==> src/rtl/bp_me_wormhole_stream_encode.sv <==
// bp_me_wormhole_stream_encode
//   Builds a wormhole packet {data, msg, src_cid, src_cord, len, cid, cord}
//   from one memory message and streams it out LSB-first, one flit per
//   link handshake.
// Ports:
//   clk_i, reset_i          clock, synchronous active-high reset
//   header_i .. dst_cid_i   message fields (sampled on v_i & ready_and_o)
//   v_i / ready_and_o       message-side valid/ready
//   flit_o / v_o            link-side flit and valid
//   ready_and_i             link-side ready
module bp_me_wormhole_stream_encode #(
  parameter int flit_width_p = 64,
  parameter int cord_width_p = 8,
  parameter int cid_width_p  = 4,
  parameter int len_width_p  = 4,
  parameter int hdr_width_p  = 48,
  parameter int data_width_p = 512,
  parameter int size_width_p = 3
) (
  input  logic                    clk_i,
  input  logic                    reset_i,
  input  logic [hdr_width_p-1:0]  header_i,
  input  logic [data_width_p-1:0] data_i,
  input  logic [size_width_p-1:0] size_i,
  input  logic                    has_data_i,
  input  logic [cord_width_p-1:0] src_cord_i,
  input  logic [cid_width_p-1:0]  src_cid_i,
  input  logic [cord_width_p-1:0] dst_cord_i,
  input  logic [cid_width_p-1:0]  dst_cid_i,
  input  logic                    v_i,
  output logic                    ready_and_o,
  output logic [flit_width_p-1:0] flit_o,
  output logic                    v_o,
  input  logic                    ready_and_i
);

  localparam int hdr_bits_lp  = 2*cord_width_p + 2*cid_width_p + len_width_p + hdr_width_p;
  localparam int pkt_flits_lp = (hdr_bits_lp + data_width_p + flit_width_p - 1) / flit_width_p;
  localparam int pkt_width_lp = pkt_flits_lp * flit_width_p;
  // Size codes at or above this clamp to a full data_width_p payload
  localparam int max_size_lp  = $clog2(data_width_p / 8);

  // The largest packet's flit count minus one must be encodable in len
  if (pkt_flits_lp - 1 >= (1 << len_width_p)) begin : g_len_chk
    $error("len_width_p too small for maximum packet length");
  end

  typedef enum logic {e_ready, e_send} state_e;

  state_e                   state_q;
  logic [pkt_width_lp-1:0]  packet_q, packet_d;
  logic [len_width_p-1:0]   len_q, len_d, cnt_q;
  logic [31:0]              payload_bits;
  logic [data_width_p-1:0]  data_masked;
  logic                     last_flit, accept;

  always_comb begin
    payload_bits = '0;
    if (has_data_i)
      payload_bits = (32'(size_i) >= max_size_lp) ? 32'(data_width_p) : (32'd8 << size_i);
  end

  assign len_d = len_width_p'((hdr_bits_lp + payload_bits + flit_width_p - 1) / flit_width_p - 1);

  // Shift by >= data_width_p yields all zeros, so a full payload keeps every bit
  assign data_masked = data_i & ~({data_width_p{1'b1}} << payload_bits);

  // Zero-extension fills the tail of the last flit with 0
  assign packet_d = pkt_width_lp'({data_masked, header_i, src_cid_i, src_cord_i,
                                   len_d, dst_cid_i, dst_cord_i});

  assign last_flit   = (cnt_q == len_q);
  // Accepting on the last-flit handshake keeps the link busy with no bubble
  assign ready_and_o = (state_q == e_ready) | ((state_q == e_send) & last_flit & ready_and_i);
  assign accept      = v_i & ready_and_o;
  assign v_o         = (state_q == e_send);
  assign flit_o      = v_o ? packet_q[32'(cnt_q)*flit_width_p +: flit_width_p] : '0;

  always_ff @(posedge clk_i) begin
    if (reset_i) begin
      state_q  <= e_ready;
      cnt_q    <= '0;
      len_q    <= '0;
      packet_q <= '0;
    end else begin
      case (state_q)
        e_ready: begin
          if (accept) begin
            packet_q <= packet_d;
            len_q    <= len_d;
            cnt_q    <= '0;
            state_q  <= e_send;
          end
        end
        e_send: begin
          if (ready_and_i) begin
            if (!last_flit) begin
              cnt_q <= cnt_q + 1'b1;
            end else if (accept) begin
              packet_q <= packet_d;
              len_q    <= len_d;
              cnt_q    <= '0;
            end else begin
              state_q <= e_ready;
            end
          end
        end
      endcase
    end
  end

endmodule

==> config.mk <==
export PLATFORM = sky130hd
export DESIGN_NAME = bp_me_wormhole_stream_encode
export DESIGN_NICKNAME = d
export VERILOG_FILES = /design/src/rtl/bp_me_wormhole_stream_encode.sv
export SDC_FILE = /design/constraint.sdc
export NUM_CORES = 1
export LEC_CHECK = 0
export CAP_MARGIN = 20
export CORE_MARGIN = 5
export CORE_UTILIZATION = 35
export CTS_CLUSTER_DIAMETER = 30
export DETAILED_ROUTE_END_ITERATION = 16
export HOLD_SLACK_MARGIN = 0.12
export PLACE_DENSITY_LB_ADDON = 0.12
export RECOVER_POWER = 25
export SLEW_MARGIN = 20
export SYNTH_ARGS = -nofsm -noshare
export SYNTH_HDL_FRONTEND = slang
export SYNTH_SLANG_ARGS = --single-unit
==> constraint.sdc <==
create_clock -name clk_i -period 2.1 [get_ports clk_i]
set_input_delay 0.42 -clock clk_i [delete_from_list [all_inputs] [get_ports clk_i]]
set_output_delay 0.42 -clock clk_i [all_outputs]
set_load 0.02 [all_outputs]
Word level (Yosys, flattened, before mapping)
Cells that the tools add are included.
{ "op_classes": {"muxes": 19, "reduce_logical": 1, "bitwise": 7, "eq_ne": 3, "add_sub_neg": 5, "n_shift": 3, "magnitude_cmp": 1} }
{ "op_table": {"columns": ["operator", "n"], "rows": [
  ["$mux 640", 3],
  ["$pmux 640 s2", 1],
  ["$shiftx 640x11->64", 1],
  ["$and 512x512->512", 1],
  ["$not 512->512", 1],
  ["$shl 512x32->512 const A", 1],
  ["$mux 32", 2],
  ["$mux 64", 1],
  ["$shl 4x3->32 const A", 1],
  ["$mux 4", 6],
  ["$pmux 4 s2", 2],
  ["$add 10x7->10 const B", 1],
  ["$add 7x10->10 const A", 1],
  ["$sub 10x1->10 const B", 1],
  ["$add 4x1->4 const B", 1],
  ["$eq 4x4->1", 1],
  ["$sub 4x1->4 const B", 1],
  ["$and 1x1->1", 3],
  ["$ge 3x3->1 const B", 1],
  ["$mux 1", 3],
  ["$ne 2x1->1 const B", 1],
  ["$ne 2x2->1 const B", 1],
  ["$pmux 1 s2", 1],
  ["$reduce_and 2->1", 1],
  ["2 further kinds", 2]
]} }
{ "totals": {"out_inout_bits": 66, "register_bits": 649, "word_cells": 43, "in_bits": 592} }

Logic depth before layout (Yosys ltp)
Gate-level depths: netlist of the first run.
{ "depth": {"word_depth": 11, "depth_mapped": 9, "ltp_nobuf": 5} }

Worst setup path before layout of the first run
No wires, ideal clock.
{ "synth_timing": {"path_type": "reg-to-output", "from": "reg cnt_q[2]", "to": "out flit_o[12]", "path_slack_ns": -0.205, "arrival_time_ns": 1.885, "t_required_ns": 1.680, "path_stages_with_launch": 6, "path_buffers": 3, "path_cell_list": "dfxtp_1 buf_2 clkbuf_1 clkbuf_1 mux2i_1 o21ai_0"} }
{ "synth_via": {"elab_chain_len": 2} }
{ "synth_rtl": {"columns": ["element", "line", "source"], "rows": [
  ["from (decl)", "52", "logic [len_width_p-1:0] len_q, len_d, cnt_q;"],
  ["from (signal assigned)", "98", "cnt_q <= cnt_q + 1'b1;"],
  ["$shiftx 640x11->64", "77", "assign flit_o = v_o ? packet_q[32'(cnt_q)*flit_width_p +: flit_width_p] : '0;"],
  ["$mux 64", "77", null],
  ["to (decl)", "32", "output logic [flit_width_p-1:0] flit_o,"]
]} }
No other way between the ends.

Worst setup path in the final report of the first run
{ "layout_timing": {"from": "reg cnt_q[0]", "to": "out flit_o[21]"} }
The elaborated chain is that of the path after synthesis.

==> out/qor.yml, run 1 <==
run_status:
  status: "finished with violations"
  violations: "setup timing"
worst_setup_path:
  end_kind: "output pin"
  cp.required_ns: 1.68
  crit_start: "cnt_q[0]$_SDFFE_PP0N_"
  critPathKind: "reg -> out"
  rrSetupSlack_ns: -0.53
  r2r_cells: 14
  startpoint_type: "flop"
  r2r_start: "cnt_q[0]$_SDFFE_PP0N_"
  crit_arrival_ns: 2.60
  cp-endpoint: "flit_o[21]"
  rr_endpoint: "packet_q[423]$_SDFFE_PP0P_"
  cp_max_fo: 8
power_and_ir_drop:
  power.density_nw_per_um2: 961.1
  irDropWorstVdd_mv: 0.6328
  p_leak_nw: 15.05
global_route:
  antenna_found_initial: 56
  gr-total-overflow: 0
  grt_pass1_vias: 21618
  grt_max_degree: 93
  track_usage_pct: 28.95
  grt_pass1_wl_um: 151400
layout:
  fillers: 5104
  utilization_pct: 61.23
  nNetsFinal: 3319
  drive_above_1_share_pct: 29.14
  syn2layout_area_growth_pct: 73.87
die:
  core_region_area_sq_um: 65630
  die_area_sq_um: 71270
  io_pins: 658
  start_util_pct: 35.22
  fp.dieW_um: 267.0
  die_h_um: 267.0
  rows: 94
clock_tree:
  htree_levels: 4
  cts_buffers: 141
  clkTransAtPathRegs_ns: 0.04
  ctsHoldBuffers: 0
  cts_sinks: 593
  cts_tree: "built"
  cts_buffer_depth: 3
  clock-root-buffer: "clkbuf_16"
  clk_latency_ns: 0.71
synthesis:
  synth-main-ff-cell: "dfxtp_1"
  netlist_instances: 1790
  synth_compound_area_share_pct: 25.89
  synth-xor-area-share_pct: 0.2274
  synth_cell_types: 41
  syn_avg_cell_area_sq_um: 12.91
  yosys_warnings: 0
  synth_simple_gate_area_share_pct: 1.846
  yosysSeqAreaShare_pct: 51.36
  synthMuxAreaShare_pct: 15.76
  synth_top_family_by_area: "compound AO/OA/AOI/OAI gates"
  synth_edf_count: 0
  synthAdderAreaFrac_pct: 0.1083
  netlist_area_sq_um: 23110
  synth_seq_cells: 593
  syn-num-nets: 2384
  async_flop_share_pct: 0
routing:
  routed_via_density: 5.937
  drt-met1-wl_um: 49030
  drt_wl_total_um: 117000
  top_layer: "met5"
  first_pass_iters: 6
  ant_nets: 0
  met3RoutedLength_um: 11090
  drc: 0
  wl_met2_um: 53170
  drt_iter0_markers: 2408
  wl_per_cell_um: 31.25
  via_count: 22228
timing:
  hold_slack_ns: 0.2943
  tightest_slew_ns: 1.125
  fmax_mhz: 331.7
  rsz0062_at_grt: "true"
  finalSetupTns_ns: -291.86
  slew_headroom_pct: 24.81
  setup_ws_ns: -0.9151
  min_period_over_period_pct: 143.6
  period_needed_ns: 3.015
  finalHoldViolCount: 0
  finalMaxSlewViolations: 0
  fin_skew_ns: 0.03371
  setup_viol: 657
placement:
  portBuffers: 657
  place_congestion: 0.9032
  dp_slack_ns: -0.5843
  hpwl_um: 74620
hold_path:
  hold_class: "in -> reg"
flow_run:
  maxCapViolations: 0
==> layout make-up <==
class	instances	area [sq um]	share of cell area [%]
clock inverters	60	878.3	2.186
flip-flops and latches	593	11880	29.57
inverters	4	22.52	0.05604
well taps	864	1081	2.690
multi-input cells	978	10520	26.17
diodes	42	105.1	0.2615
repair buffers	1007	11650	28.99
clock buffers	196	4050	10.08
==> cells in the mapped netlist, types with 2 or more instances <==
| cell | n | area, sq um |
|---|---|---|
| o21ai_0 | 55 | 275.3 |
| buf_6 | 22 | 247.7 |
| nand3_1 | 20 | 100.1 |
| dfxtp_1 | 593 | 11870 |
| xnor2_1 | 5 | 43.79 |
| mux2i_1 | 76 | 760.7 |
| nor2b_1 | 2 | 12.51 |
| a32o_1 | 315 | 3153 |
| nor2_1 | 3 | 11.26 |
| nand2_1 | 56 | 210.2 |
| mux4_2 | 128 | 2883 |
| buf_1 | 9 | 33.78 |
| ha_1 | 2 | 25.02 |
| o22ai_1 | 12 | 75.07 |
| o21a_1 | 2 | 15.01 |
| buf_2 | 82 | 410.4 |
| a22o_1 | 256 | 2242 |
| clkbuf_1 | 107 | 401.6 |
| inv_1 | 3 | 11.26 |
| a21oi_1 | 6 | 30.03 |
| o2bb2ai_1 | 16 | 140.1 |
==> per-layer routing <==
metal	global-route usage, %	vias to the layer above
met4	12.13	18
met5	0	-
met1	39.86	11285
met2	42.73	1297
met3	8.462	217
li1	-	9411
==> logic make-up after synthesis <==
| kind of cell | after synthesis |
|---|---|
| XOR/XNOR | 6 |
| multiplexers | 204 |
| adder cells (fa/ha/maj) | 2 |
| buffers and inverters | 224 |
| flip-flops | 593 |
| AO/OA/AOI/OAI | 668 |
| AND/OR/NAND/NOR | 93 |
==> layout by cell type (no fill, tap or decap), drive strengths merged, types with 5 or more instances in the layout <==
| cell type | synthesis | final |
|---|---|---|
| o22ai | 12 | 12 |
| xnor2 | 5 | 5 |
| bufbuf | 0 | 5 |
| o21ai | 56 | 56 |
| clkdlybuf4s50 | 0 | 591 |
| o2bb2ai | 16 | 16 |
| a32o | 315 | 315 |
| buf | 113 | 368 |
| mux2i | 76 | 76 |
| nand2 | 56 | 56 |
| clkbuf | 107 | 235 |
| a21oi | 7 | 7 |
| clkinv | 0 | 25 |
| a22o | 256 | 256 |
| dfxtp | 593 | 593 |
| clkinvlp | 0 | 10 |
| inv | 4 | 9 |
| mux4 | 128 | 128 |
| diode | 0 | 42 |
| nand3 | 20 | 20 |
| o21a | 2 | 7 |
| bufinv | 0 | 20 |
==> worst min-delay path by stage <==
stage	startpoint	end	slack (ns)	cells after the start
floorplan	packet_q[100]$_SDFFE_PP0P_	packet_q[100]$_SDFFE_PP0P_	0.43	1
global placement	packet_q[93]$_SDFFE_PP0P_	packet_q[93]$_SDFFE_PP0P_	0.44	1
detailed placement	packet_q[100]$_SDFFE_PP0P_	packet_q[100]$_SDFFE_PP0P_	0.45	1
CTS	data_i[17]	packet_q[93]$_SDFFE_PP0P_	0.26	3
global route	data_i[19]	packet_q[95]$_SDFFE_PP0P_	0.28	3
finish	data_i[19]	packet_q[95]$_SDFFE_PP0P_	0.29	3
==> registers in the layout, summed over array words and instances (netlist names) <==
signal	cells
cnt_q	4
len_q	3
packet_q	585
v_o	1
==> worst max-delay path, cell delays in order, from the launching register on <==
cell and delay, ns:
dfxtp_4 0.39, buf_12 0.18, buf_12 0.13, buf_12 0.09
mux4_2 0.60, mux2i_2 0.23, o21ai_1 0.11, buf_4 0.16
==> report_power, final <==
group          switching, mW  total (mW)  internal [mW]  leakage [nW]
clock network           6.83        22.6           15.8          2.40
registers              0.213        11.8           11.6          4.81
logic                   1.82        4.18           2.36          7.85
total                   8.86        38.6           29.8          15.1
==> per-stage QoR <==
stage	power [mW]	area [sq um]	cells
2_1_floorplan	13.16	23150	1790
3_3_place_gp	15.21	31780	3277
3_5_place_dp	15.25	31780	3277
4_1_cts	38.14	38040	3601
5_1_grt	39.58	40180	3742
6_report	38.62	40190	3744
==> repair_timing <==
action	in CTS	in global routing
gates resized for setup	344	114
buffers inserted	40	43
setup endpoints to repair	655	655
gates cloned	28	64
pin swaps	10	91
No activity file was read; power rests on OpenSTA's default activity.
==> inputs of run 2 (changes only) <==
==> constraint.sdc (replaced) <==
create_clock -name clk_i -period 3.8 [get_ports clk_i]
set_input_delay 0.76 -clock clk_i [delete_from_list [all_inputs] [get_ports clk_i]]
set_output_delay 0.76 -clock clk_i [all_outputs]
set_load 0.02 [all_outputs]
==> out/qor.yml, run 2 (same netlist as run 1, synthesis figures left out) <==
flow_run:
  maxCapViolations: 1
power_and_ir_drop:
  power.share.combinational_pct: 7.9
  intPower_mw: 16.06
  switching_share_pct: 22.78
  total_power_mw: 20.80
  power.density_nw_per_um2: 582.4
  seqPwrFrac_pct: 31.4
  p_switching_mw: 4.739
  p_leak_nw: 13.07
  irDropWorstVdd_mv: 0.3046
  clkPwrFrac_pct: 60.8
timing:
  finalMaxSlewViolations: 168
  tightest_slew_ns: 1.989
  min_period_over_period_pct: 97.85
  setup_viol: 0
  slew_headroom_pct: -32.61
  finalHoldViolCount: 0
  fmax_mhz: 268.9
  finalSetupTns_ns: 0
  period_needed_ns: 3.718
  rsz0062_at_grt: "false"
  fin_skew_ns: 0.02629
  setup_ws_ns: 0.08156
layout:
  fillers: 5528
  syn2layout_area_growth_pct: 54.52
  layout_commonest_cell: "clkdlybuf4s50_1"
  final_cell_mix: "626 x clkdlybuf4s50_1, 590 x dfxtp_1, 315 x a32o_1, 256 x a22o_1, 144 x clkbuf_16"
  nNetsFinal: 3022
  largest_reg_flops: 585
  top_register: "packet_q"
  top_regs: "packet_q (585), cnt_q (4), len_q (3)"
  final_area_sq_um: 35710
  stdcell_count: 3434
  drive_above_1_share_pct: 17.64
worst_setup_path:
  critPathMaxStageDelay_ns: 0.63
  rrSetupSlack_ns: 0.23
  critPathSlowestCell: "mux4_2"
  worstPathCellList: "buf_12, buf_12, mux4_2, mux2i_1, o21ai_0, clkdlybuf4s50_1"
  cp.required_ns: 3.04
  startpoint_type: "flop"
  critPathKind: "reg -> out"
  r2r_start: "cnt_q[1]$_SDFFE_PP0N_"
  critPathTopFamily: "buffers and inverters"
  crit_top_cell: "buf_12"
  critical_path_buf_inv_count: 3
  rr_endpoint: "packet_q[551]$_SDFFE_PP0P_"
  end_kind: "output pin"
  crit_arrival_ns: 2.96
  r2r_cells: 6
  cp_max_fo: 24
die:
  start_util_pct: 35.22
  core_region_area_sq_um: 65630
  fp.dieW_um: 267.0
  die_area_sq_um: 71270
  die_h_um: 267.0
  rows: 94
  io_pins: 658
clock_tree:
  htree_levels: 4
  cts_buffer_depth: 3
  clock-root-buffer: "clkbuf_16"
  ctsHoldBuffers: 0
  clkTransAtPathRegs_ns: 0.04
  cts_buffers: 141
  cts_tree: "built"
  cts_sinks: 593
  clk_latency_ns: 0.70
placement:
  placed_area_sq_um: 30440
  portBuffers: 657
  place_congestion: 0.9020
  hpwl_um: 68880
  dp_cells: 3139
  dp_slack_ns: 0.4539
routing:
  wl_met2_um: 44860
  ant_nets: 0
  first_pass_iters: 5
  routed_via_density: 5.803
  drt-met1-wl_um: 41930
  via_count: 19929
  drc: 0
  top_layer: "met5"
  wl_per_cell_um: 28.75
  drt_wl_total_um: 98740
  met3RoutedLength_um: 8887
  drt_iter0_markers: 1838
global_route:
  grt_pass1_vias: 20335
  gr-total-overflow: 0
  antenna_found_initial: 46
  track_usage_pct: 26.17
  grt_pass1_wl_um: 137700
  grt_max_degree: 168
hold_path:
  holdCritStartpoint: "packet_q[186]$_SDFFE_PP0P_"
  hold_class: "reg -> reg"
  whs_path_depth: 1
  whs_endpoint: "packet_q[186]$_SDFFE_PP0P_"
run_status:
  violations: "capacitance limit, slew limit"
  status: "finished with violations"
[run 2: worst max-delay path by stage]
| stage | start | endpoint | slack, ns | cells after the start |
|---|---|---|---|---|
| final | cnt_q[0]$_SDFFE_PP0N_ | flit_o[26] | 0.08 | 6 |
| after global routing | cnt_q[0]$_SDFFE_PP0N_ | flit_o[32] | 0.0007 | 6 |
| after CTS | cnt_q[0]$_SDFFE_PP0N_ | flit_o[4] | 0.009 | 6 |
| after detailed placement | cnt_q[0]$_SDFFE_PP0N_ | flit_o[2] | 0.45 | 5 |
| after global placement | cnt_q[0]$_SDFFE_PP0N_ | flit_o[13] | 0.49 | 6 |
| after floorplan | cnt_q[2]$_SDFFE_PP0N_ | flit_o[12] | 1.15 | 5 |
[run 2: layout make-up]
| class | instances | area (sq um) | share of cell area (%) |
|---|---|---|---|
| inverter | 4 | 22.52 | 0.06306 |
| clock inverter | 69 | 1016 | 2.845 |
| antenna | 30 | 75.07 | 0.2102 |
| sequential | 593 | 11880 | 33.27 |
| timing repair buffer | 715 | 7407 | 20.74 |
| multi-input combinational | 973 | 10190 | 28.52 |
| clock buffer | 186 | 4041 | 11.32 |
| tap | 864 | 1081 | 3.027 |
[run 2: what timing repair did]
| action | CTS | global route |
|---|---|---|
| endpoints found under the setup margin | 62 | 22 |
| buffers inserted | 8 | 0 |
| cloned | 2 | 0 |
| gates resized for setup | 11 | 23 |
[run 2: power by group through the flow]
stage                     clock, mW  combinational [mW]  sequential [mW]
after floorplan                   0               0.672             6.60
after detailed placement          0                1.63             6.63
after global routing           13.1                1.71             6.53
final                          12.6                1.63             6.52
after global placement            0                1.61             6.63
after CTS                      12.8                1.64             6.52
[run 2: through the flow]
stage / hold slack, ns / util, %
after floorplan: 0.4277 / -
after global placement: 0.4415 / 46.38
after detailed placement: 0.4465 / 46.38
after CTS: 0.4601 / 54.31
after global routing: 0.4718 / 54.41
final: 0.4579 / 54.42
[run 2: metal layers]
layer	global-route usage (%)	up-vias
li1	-	8722
met1	35.31	10012
met2	38.86	975
met3	8.048	196
met4	11.57	24
met5	0	-
